<file path="src/rtl/trace_capture_buffer_if.sv">
// Bus bundle for the trace capture buffer: capture controls, observed data
// and the pop side of the FIFO.
interface trace_capture_buffer_if #(
  parameter int WIDTH    = 32,
  parameter int CHANNELS = 3,
  parameter int DEPTH    = 16,
  parameter int STAMP_W  = 16
);
  logic                        enable;
  logic                        clear;
  logic [WIDTH*CHANNELS-1:0]   ch_data;
  logic                        rd_en;
  logic                        rd_valid;
  logic [WIDTH*CHANNELS-1:0]   rd_data;
  logic [STAMP_W-1:0]          rd_stamp;
  logic [$clog2(DEPTH):0]      count;
  logic                        full;
  logic                        empty;
  logic                        overflow;

  modport master (
    output enable, clear, ch_data, rd_en,
    input  rd_valid, rd_data, rd_stamp, count, full, empty, overflow
  );

  modport slave (
    input  enable, clear, ch_data, rd_en,
    output rd_valid, rd_data, rd_stamp, count, full, empty, overflow
  );
endinterface

</file>
<file path="src/rtl/trace_capture_buffer.sv">
// Trace recorder: captures CHANNELS observed buses plus a cycle timestamp into
// a DEPTH-entry FIFO, on change (MODE=0) or every enabled cycle (MODE=1).
module trace_capture_buffer #(
  parameter int WIDTH    = 32,
  parameter int CHANNELS = 3,
  parameter int DEPTH    = 16,
  parameter int MODE     = 0,
  parameter int STAMP_W  = 16
) (
  input  logic                  clk,
  input  logic                  rst,
  trace_capture_buffer_if.slave bus
);
  localparam int DW = WIDTH * CHANNELS;
  localparam int AW = $clog2(DEPTH);
  localparam int CW = AW + 1;

  logic [DW-1:0]      mem_data_q  [DEPTH];
  logic [STAMP_W-1:0] mem_stamp_q [DEPTH];

  logic [AW-1:0]      wr_ptr_q, wr_ptr_d;
  logic [AW-1:0]      rd_ptr_q, rd_ptr_d;
  logic [CW-1:0]      count_q, count_d;
  logic               full_q, full_d;
  logic               empty_q, empty_d;
  logic               overflow_q, overflow_d;
  logic               primed_q, primed_d;
  logic [DW-1:0]      prev_q, prev_d;
  logic [STAMP_W-1:0] stamp_q, stamp_d;
  logic               rd_valid_q, rd_valid_d;
  logic [DW-1:0]      rd_data_q, rd_data_d;
  logic [STAMP_W-1:0] rd_stamp_q, rd_stamp_d;

  logic cap_req;
  logic rd_accept;
  logic wr_accept;

  // A pop while full frees the slot the incoming capture lands in.
  always_comb begin
    rd_accept = bus.rd_en && !empty_q;
    if (MODE != 0) cap_req = bus.enable;
    else           cap_req = bus.enable && (!primed_q || (bus.ch_data != prev_q));
    wr_accept = cap_req && (!full_q || rd_accept);
  end

  always_comb begin
    wr_ptr_d   = wr_ptr_q;
    rd_ptr_d   = rd_ptr_q;
    count_d    = count_q;
    overflow_d = overflow_q;
    primed_d   = primed_q;
    prev_d     = prev_q;
    stamp_d    = stamp_q;
    rd_valid_d = 1'b0;
    rd_data_d  = rd_data_q;
    rd_stamp_d = rd_stamp_q;
    if (bus.clear) begin
      wr_ptr_d   = '0;
      rd_ptr_d   = '0;
      count_d    = '0;
      overflow_d = 1'b0;
      primed_d   = 1'b0;
      prev_d     = '0;
      stamp_d    = '0;
    end else begin
      if (rd_accept) begin
        rd_ptr_d   = rd_ptr_q + 1'b1;
        rd_valid_d = 1'b1;
        rd_data_d  = mem_data_q[rd_ptr_q];
        rd_stamp_d = mem_stamp_q[rd_ptr_q];
      end
      // A dropped capture leaves prev/primed alone so MODE=0 retries it.
      if (wr_accept) begin
        wr_ptr_d = wr_ptr_q + 1'b1;
        prev_d   = bus.ch_data;
        primed_d = 1'b1;
      end else if (cap_req) begin
        overflow_d = 1'b1;
      end
      count_d = count_q + CW'(wr_accept) - CW'(rd_accept);
      if (bus.enable) stamp_d = stamp_q + 1'b1;
    end
    full_d  = (count_d == CW'(DEPTH));
    empty_d = (count_d == '0);
  end

  always_ff @(posedge clk) begin
    if (rst && !bus.clear && wr_accept) begin
      mem_data_q[wr_ptr_q]  <= bus.ch_data;
      mem_stamp_q[wr_ptr_q] <= stamp_q;
    end
  end

  always_ff @(posedge clk) begin
    if (!rst) begin
      wr_ptr_q   <= '0;
      rd_ptr_q   <= '0;
      count_q    <= '0;
      full_q     <= 1'b0;
      empty_q    <= 1'b1;
      overflow_q <= 1'b0;
      primed_q   <= 1'b0;
      prev_q     <= '0;
      stamp_q    <= '0;
      rd_valid_q <= 1'b0;
      rd_data_q  <= '0;
      rd_stamp_q <= '0;
    end else begin
      wr_ptr_q   <= wr_ptr_d;
      rd_ptr_q   <= rd_ptr_d;
      count_q    <= count_d;
      full_q     <= full_d;
      empty_q    <= empty_d;
      overflow_q <= overflow_d;
      primed_q   <= primed_d;
      prev_q     <= prev_d;
      stamp_q    <= stamp_d;
      rd_valid_q <= rd_valid_d;
      rd_data_q  <= rd_data_d;
      rd_stamp_q <= rd_stamp_d;
    end
  end

  assign bus.rd_valid = rd_valid_q;
  assign bus.rd_data  = rd_data_q;
  assign bus.rd_stamp = rd_stamp_q;
  assign bus.count    = count_q;
  assign bus.full     = full_q;
  assign bus.empty    = empty_q;
  assign bus.overflow = overflow_q;
endmodule
</file>
<file path="src/flat_wrapper.sv">
// flat-port wrapper written by rule: the top's interface ports become plain ports
module trace_capture_buffer_flat 
#(
  parameter int WIDTH    = 32,
  parameter int CHANNELS = 3,
  parameter int DEPTH    = 16,
  parameter int MODE     = 0,
  parameter int STAMP_W  = 16
)
  (clk, rst, bus_enable, bus_clear, bus_ch_data, bus_rd_en, bus_rd_valid, bus_rd_data, bus_rd_stamp, bus_count, bus_full, bus_empty, bus_overflow);
  trace_capture_buffer_if #(.WIDTH(WIDTH), .CHANNELS(CHANNELS), .DEPTH(DEPTH), .STAMP_W(STAMP_W)) bus_i ();
  input  logic clk;
  input  logic rst;
  input wire logic [$bits(bus_i.enable)-1:0] bus_enable;
  input wire logic [$bits(bus_i.clear)-1:0] bus_clear;
  input wire logic [$bits(bus_i.ch_data)-1:0] bus_ch_data;
  input wire logic [$bits(bus_i.rd_en)-1:0] bus_rd_en;
  output wire logic [$bits(bus_i.rd_valid)-1:0] bus_rd_valid;
  output wire logic [$bits(bus_i.rd_data)-1:0] bus_rd_data;
  output wire logic [$bits(bus_i.rd_stamp)-1:0] bus_rd_stamp;
  output wire logic [$bits(bus_i.count)-1:0] bus_count;
  output wire logic [$bits(bus_i.full)-1:0] bus_full;
  output wire logic [$bits(bus_i.empty)-1:0] bus_empty;
  output wire logic [$bits(bus_i.overflow)-1:0] bus_overflow;
  assign bus_i.enable = bus_enable;
  assign bus_i.clear = bus_clear;
  assign bus_i.ch_data = bus_ch_data;
  assign bus_i.rd_en = bus_rd_en;
  assign bus_rd_valid = bus_i.rd_valid;
  assign bus_rd_data = bus_i.rd_data;
  assign bus_rd_stamp = bus_i.rd_stamp;
  assign bus_count = bus_i.count;
  assign bus_full = bus_i.full;
  assign bus_empty = bus_i.empty;
  assign bus_overflow = bus_i.overflow;
  trace_capture_buffer #(.WIDTH(WIDTH), .CHANNELS(CHANNELS), .DEPTH(DEPTH), .MODE(MODE), .STAMP_W(STAMP_W)) u_core (.clk(clk), .rst(rst), .bus(bus_i));
endmodule
</file>
<file path="config.mk">
export PLATFORM = sky130hd
export DESIGN_NAME = trace_capture_buffer_flat
export DESIGN_NICKNAME = d
export VERILOG_FILES = /design/src/rtl/trace_capture_buffer_if.sv /design/src/rtl/trace_capture_buffer.sv /design/src/flat_wrapper.sv
export SDC_FILE = /design/constraint.sdc
export NUM_CORES = 2
export LEC_CHECK = 0
export ABC_AREA = 1
export ABC_CLOCK_PERIOD_IN_PS = 11500
export CORE_UTILIZATION = 30
export CTS_BUF_LIST = sky130_fd_sc_hd__clkbuf_8
export DETAILED_ROUTE_END_ITERATION = 8
export GPL_ROUTABILITY_DRIVEN = 1
export PLACE_DENSITY = 0.43
export SLEW_MARGIN = 20
export SYNTH_ARGS = -nofsm -noshare
export SYNTH_HDL_FRONTEND = slang
export SYNTH_SLANG_ARGS = --single-unit
</file>
<file path="constraint.sdc">
create_clock -name clk -period 11.5 [get_ports clk]
set_input_delay 1.15 -clock clk [delete_from_list [all_inputs] [get_ports clk]]
set_output_delay 1.15 -clock clk [all_outputs]
set_load 0.005 [all_outputs]
</file>
Word-level counts from Yosys, hierarchy flattened
Memories as Yosys holds them, arrays and structs flattened. A register that Yosys moved wholly into a read port is not among the register bits.
Cells that the tools add are included.
Cells by class
  add/subtract/negate cells: 5
  equal/unequal tests: 2
  mux-type cells: 4
  bitwise gates (word level): 3
  reductions and logical operators: 17
Operators with widths (number)
  $ne 96x96->1: 1
  $add 16x1->16 const B: 1
  $add 4x1->4 const B: 2
  $logic_not 1->1: 6
  $add 5x1->5: 1
  $eq 5x5->1 const B: 1
  $logic_and 1x1->1: 5
  $logic_not 5->1: 1
  $mux 5: 1
  $sub 5x1->5: 1
  $reduce_and 2->1: 2
  $mux 1: 3
  $not 1->1: 3
  $logic_or 1x1->1: 2
  $reduce_or 2->1: 1
Word-level totals
  register bits after elaboration: 130
  bits in writable memories: 1792
  output and inout port bits: 121
  logic and storage cells: 43
  memories kept: 2
Memories
  u_core.mem_data_q: words 16, bits a word 96, rd ports 1, clocked after Yosys merged registers in 1, write ports 1, line trace_capture_buffer.sv:18  | logic [DW-1:0] mem_data_q [DEPTH];
  u_core.mem_stamp_q: words 16, bits a word 16, rd ports 1, clocked after Yosys merged registers in 1, write ports 1, line trace_capture_buffer.sv:19  | logic [STAMP_W-1:0] mem_stamp_q [DEPTH];

Logic depth before layout (Yosys ltp)
  depth in word-level cells: 8
  depth in mapped cells: 26
  mapped depth without buffers: 24

Worst setup path before layout
OpenSTA, ideal clock, no wires.
  path type: input port to flip-flop
  from: input bus_ch_data[55]
  to: memory u_core.mem_data_q[11][0] in the netlist's numbering (enable)
  library setup time: 0.720 ns
  arrival time: 9.760 ns
  path slack: 1.019 ns
  stages on the path: 9
  buffers on the path: 1
  cell sequence: or2_2 -> nand4_1 -> nor2_1 -> nand2_1 -> nor2_1 -> nand2_2 -> nand4_1 -> buf_2 -> nor3_1
On the way
  longest elaborated chain between the ends: 7
RTL lines
  start, declared: line flat_wrapper.sv:16  | input wire logic [$bits(bus_i.ch_data)-1:0] bus_ch_data;
  $ne 96x96->1: line trace_capture_buffer.sv:42  | else cap_req = bus.enable && (!primed_q || (bus.ch_data != prev_q));
  $logic_or 1x1->1: line trace_capture_buffer.sv:42
  $logic_and 1x1->1: line trace_capture_buffer.sv:42
  $logic_and 1x1->1: line trace_capture_buffer.sv:43  | wr_accept = cap_req && (!full_q || rd_accept);
  $logic_and 1x1->1: line trace_capture_buffer.sv:88  | if (rst && !bus.clear && wr_accept) begin
  $mux 1: line trace_capture_buffer.sv:88
  $mux 1 (implied by the code): line trace_capture_buffer.sv:89  | mem_data_q[wr_ptr_q] <= bus.ch_data;
  end, declared: line trace_capture_buffer.sv:18
No other way between the ends.

Worst setup path after layout
  from: input bus_ch_data[85]
  to: memory u_core.mem_data_q[4][18] in the netlist's numbering (enable)
The elaborated chain is that of the path after synthesis.

==> metrics.csv <==
metric,value,unit
Mean Syn Cell Area,12.05,µm²
initial cell density of the core,30.22,%
total gr overflow,0,
YS warnings,0,
Final Instance Area,93420,µm²
Synth Flop Type,edfxtp_1,
initial antenna violation count,20,
RePlAce Congestion,0.7468,
Worst Hold Class,flop to flop,
fin crit period,4.725,ns
share of cells above drive strength 1,8.720,%
DR WL/cell,23.18,µm
RSZ-0062 raised after global routing,false,
Slew @ Worst Pin,1.285,ns
register area,58670,µm²
Clk network pwr share,40.2,%
CTS tree,done,
Final ANT Viol Nets,0,
share of the synthesized area in the top cell type,66.99,%
largest cells by area after synthesis,"edfxtp_1 (67%), nor2_1 (6.8%), dfxtp_1 (6.0%)",
Fin Setup TNS,0,ns
sequential share of power,50.5,%
Post-Route WL,250.4,mm
Die Ht,519.4,µm
"delay-heaviest family, CP",buffers and inverters,
via count,53360,
CTS Sinks,2034,
met1 usage,25.44,%
gr busiest metal,met2,
area taken by multi-input logic gates,18610,µm²
outcome,completed,
Vias/cell,4.939,
Pre-antenna DRT Iters,6,
"CTS clk-pin slew, worst paths",0.06,ns
core region area,265800,µm²
CTS buffer count,378,
Ports,222,
R2R Setup Slk,6.98,ns
DP Area,86350,µm²
Worst R2R Path Depth,9,
Syn-to-layout area delta,16.31,%
reg2reg end,u_core.bus.rd_data[50]$_SDFFE_PN0P_,
Buf/Inv on CP,4,
WP data arrival,5.37,ns
worst-skew pair later-pin latency,1.10,ns
Critical Path Stages,13,
startpoint type of the worst setup path,input pin,
vias in the first global route,52240,
Unique masters post-synth,37,
H-tree Lvls,5,
fin crit share,41.08,%
hold buffers post-CTS,0,
CP Data Required Time,12.15,ns
Leak,0.03252,µW
Fin. Hold Viols,0,
register area share after synthesis,73.02,%
VDD IR-drop max,0.0001290,V
# port buffers,221,
first-pass GRT wire length,365.0,mm
switching share of total power,25.45,%
mapped cell area,80320,µm²
routing usage on met3,2.909,%
DR iter-0 viols,3881,
Fillers,26190,
Synth Instances,6665,
PostCTS Resize Cnt,0,
Final nets,7070,
combinational power share,9.3,%
Max Cap Violations,0,
highest-delay cell along the critical path,buf_4,
R2R Path Start,u_core.rd_ptr_q[1]$_SDFFE_PP0P_,
Crit Path Max Fanout,47,
power density cells,173.8,nW/µm²
Yosys reg bits,2034,
Psw,4132,µW
CTS max path bufs,4,
Max Clk Rate,211.7,MHz
Critical Path Source,bus_ch_data[85],
largest net degree at the start of global routing,204,
cell internal pwr,12100,µW
DIE WIDTH,519.4,µm
final setup fails,0,
share of synthesized registers carrying an async set or reset,0,%
Slew HR,14.10,%
CP Capture Type,flop,
"EDFF count, synth",1792,
setup bufs post-CTS,0,
max-slew violation count,0,
WS Path Type,input pin to flop,
CP Capture Point,u_core.mem_data_q[4][18]$_DFFE_PP_,
Rows,189,
clk_skew,0.1130,ns
Synth area leader,edfxtp_1,
Crit path largest cell delay,0.91,ns
die footprint,269800,µm²
Post-Syn Nets,6778,
DR DRC count,0,
placed wire-length estimate,129.1,mm
met2 Track Usage GR,29.02,%
GRT Resource Usage Total,18.11,%
critical-path cell list,clkdlybuf4s50_1 -> o21ai_0 -> nor2_1 -> nand3b_1 -> nor2_1 -> nand2_1 -> nor2_1 -> nand2_2 -> nand4_1 -> buf_4 -> nor3_2 -> buf_4 -> buf_4,
root buf cell,clkbuf_8,
## worst min path at each step
stage                                           startpoint                                to  slack [ns]  depth (start not counted)
after floorplan               u_core.primed_q$_SDFFE_PP0P_      u_core.primed_q$_SDFFE_PP0P_        0.42                          2
after global placement    u_core.bus.overflow$_SDFFE_PP0P_  u_core.bus.overflow$_SDFFE_PP0P_        0.48                          2
after detailed placement  u_core.bus.overflow$_SDFFE_PP0P_  u_core.bus.overflow$_SDFFE_PP0P_        0.46                          2
after CTS                 u_core.bus.overflow$_SDFFE_PP0P_  u_core.bus.overflow$_SDFFE_PP0P_        0.47                          2
after global routing      u_core.bus.overflow$_SDFFE_PP0P_  u_core.bus.overflow$_SDFFE_PP0P_        0.50                          2
final                     u_core.bus.overflow$_SDFFE_PP0P_  u_core.bus.overflow$_SDFFE_PP0P_        0.47                          2
## Yosys cell counts (2+ instances only)
| master | number |
|---|---|
| nand3_1 | 36 |
| o21ai_0 | 957 |
| o221ai_1 | 54 |
| nand2_1 | 457 |
| buf_1 | 19 |
| inv_1 | 343 |
| or2_2 | 2 |
| nand4_1 | 11 |
| nor4_1 | 2 |
| xor2_1 | 10 |
| edfxtp_1 | 1792 |
| buf_6 | 3 |
| clkbuf_1 | 303 |
| a31oi_1 | 10 |
| o21ai_1 | 52 |
| inv_2 | 2 |
| xnor2_1 | 27 |
| nor2_1 | 1452 |
| o22ai_1 | 365 |
| dfxtp_1 | 242 |
| a21o_1 | 10 |
| ha_1 | 11 |
| o32ai_1 | 94 |
| nor3_1 | 21 |
| buf_2 | 100 |
| a21oi_1 | 132 |
| buf_4 | 18 |
| o211ai_1 | 29 |
| o21bai_1 | 103 |
## metrics by stage
step                total power, µW  utilization [%]  hold slack, ns  instances  setup slack (ns)
floorplan                      9209                -          0.4204       6665             1.019
global placement               9884            32.49          0.4795      10110             5.731
detailed placement             9886            32.49          0.4579      10110             5.733
CTS                           16460            35.11          0.4670      10790             6.857
global route                  16910            35.14          0.5047      10800             6.591
finish                        16230            35.15          0.4652      10800             6.775
## area by class of cell
| class | instances | area share (%) |
|---|---|---|
| diodes | 12 | 0.03214 |
| clock buffers | 412 | 6.070 |
| clock inverters | 270 | 1.409 |
| inverters | 345 | 1.416 |
| multi-input cells | 3842 | 19.92 |
| flip-flops and latches | 2034 | 62.80 |
| well taps | 3533 | 4.732 |
| repair buffers | 356 | 3.621 |
## tightest hold or removal path, delay by kind of cell, from the launching register on
kind / cells / cell delay, ns
buf+inv: 1 / 0.05
flops: 1 / 0.31
compound gates: 1 / 0.05
## sequential cells by signal, summed over array words and instances, names as in the netlist, 4 cells and up
signal,flops
u_core.mem_stamp_q,256
u_core.bus.rd_stamp,16
u_core.bus.count,5
u_core.bus.rd_data,96
u_core.prev_q,96
u_core.wr_ptr_q,4
u_core.rd_ptr_q,4
u_core.stamp_q,16
u_core.mem_data_q,1536
## power by group through the flow
stage	clock, µW	combinational [µW]	sequential [µW]
after CTS	6720	1530	8210
after floorplan	0	863	8350
after detailed placement	0	1530	8360
after global placement	0	1530	8360
final	6530	1500	8200
after global routing	7020	1680	8210
## metal layers
layer  vias up  part of all wire (%)
li1      24570                     -
met1     27050                    47
met2      1317                    46
met3       409                   4.9
met4        12                   2.0
met5         -                 0.028
## cells by family (layout without fill, tap and decap cells)
group	after synthesis	after routing	share of synthesized area, %
flops	2034	2034	73.02
simple gates	1986	1986	9.438
compound gates	1807	1807	12.98
buf+inv	789	1383	3.956
xor+xnor	37	37	0.4034
fa+ha+maj	12	12	0.1963
other cells	0	12	0
## layout by cell type, fill, tap and decap left out, drive strengths merged, types with 37 or more instances in the layout
master,count
nand3,37
o21ai,1009
a21oi,132
o21bai,103
nor2,1453
nand2,458
buf,136
clkdlybuf4s50,220
edfxtp,1792
dfxtp,242
clkinv,102
o32ai,94
o221ai,54
clkbuf,412
o22ai,365
inv,500
Power figures use the tool's default switching activity.
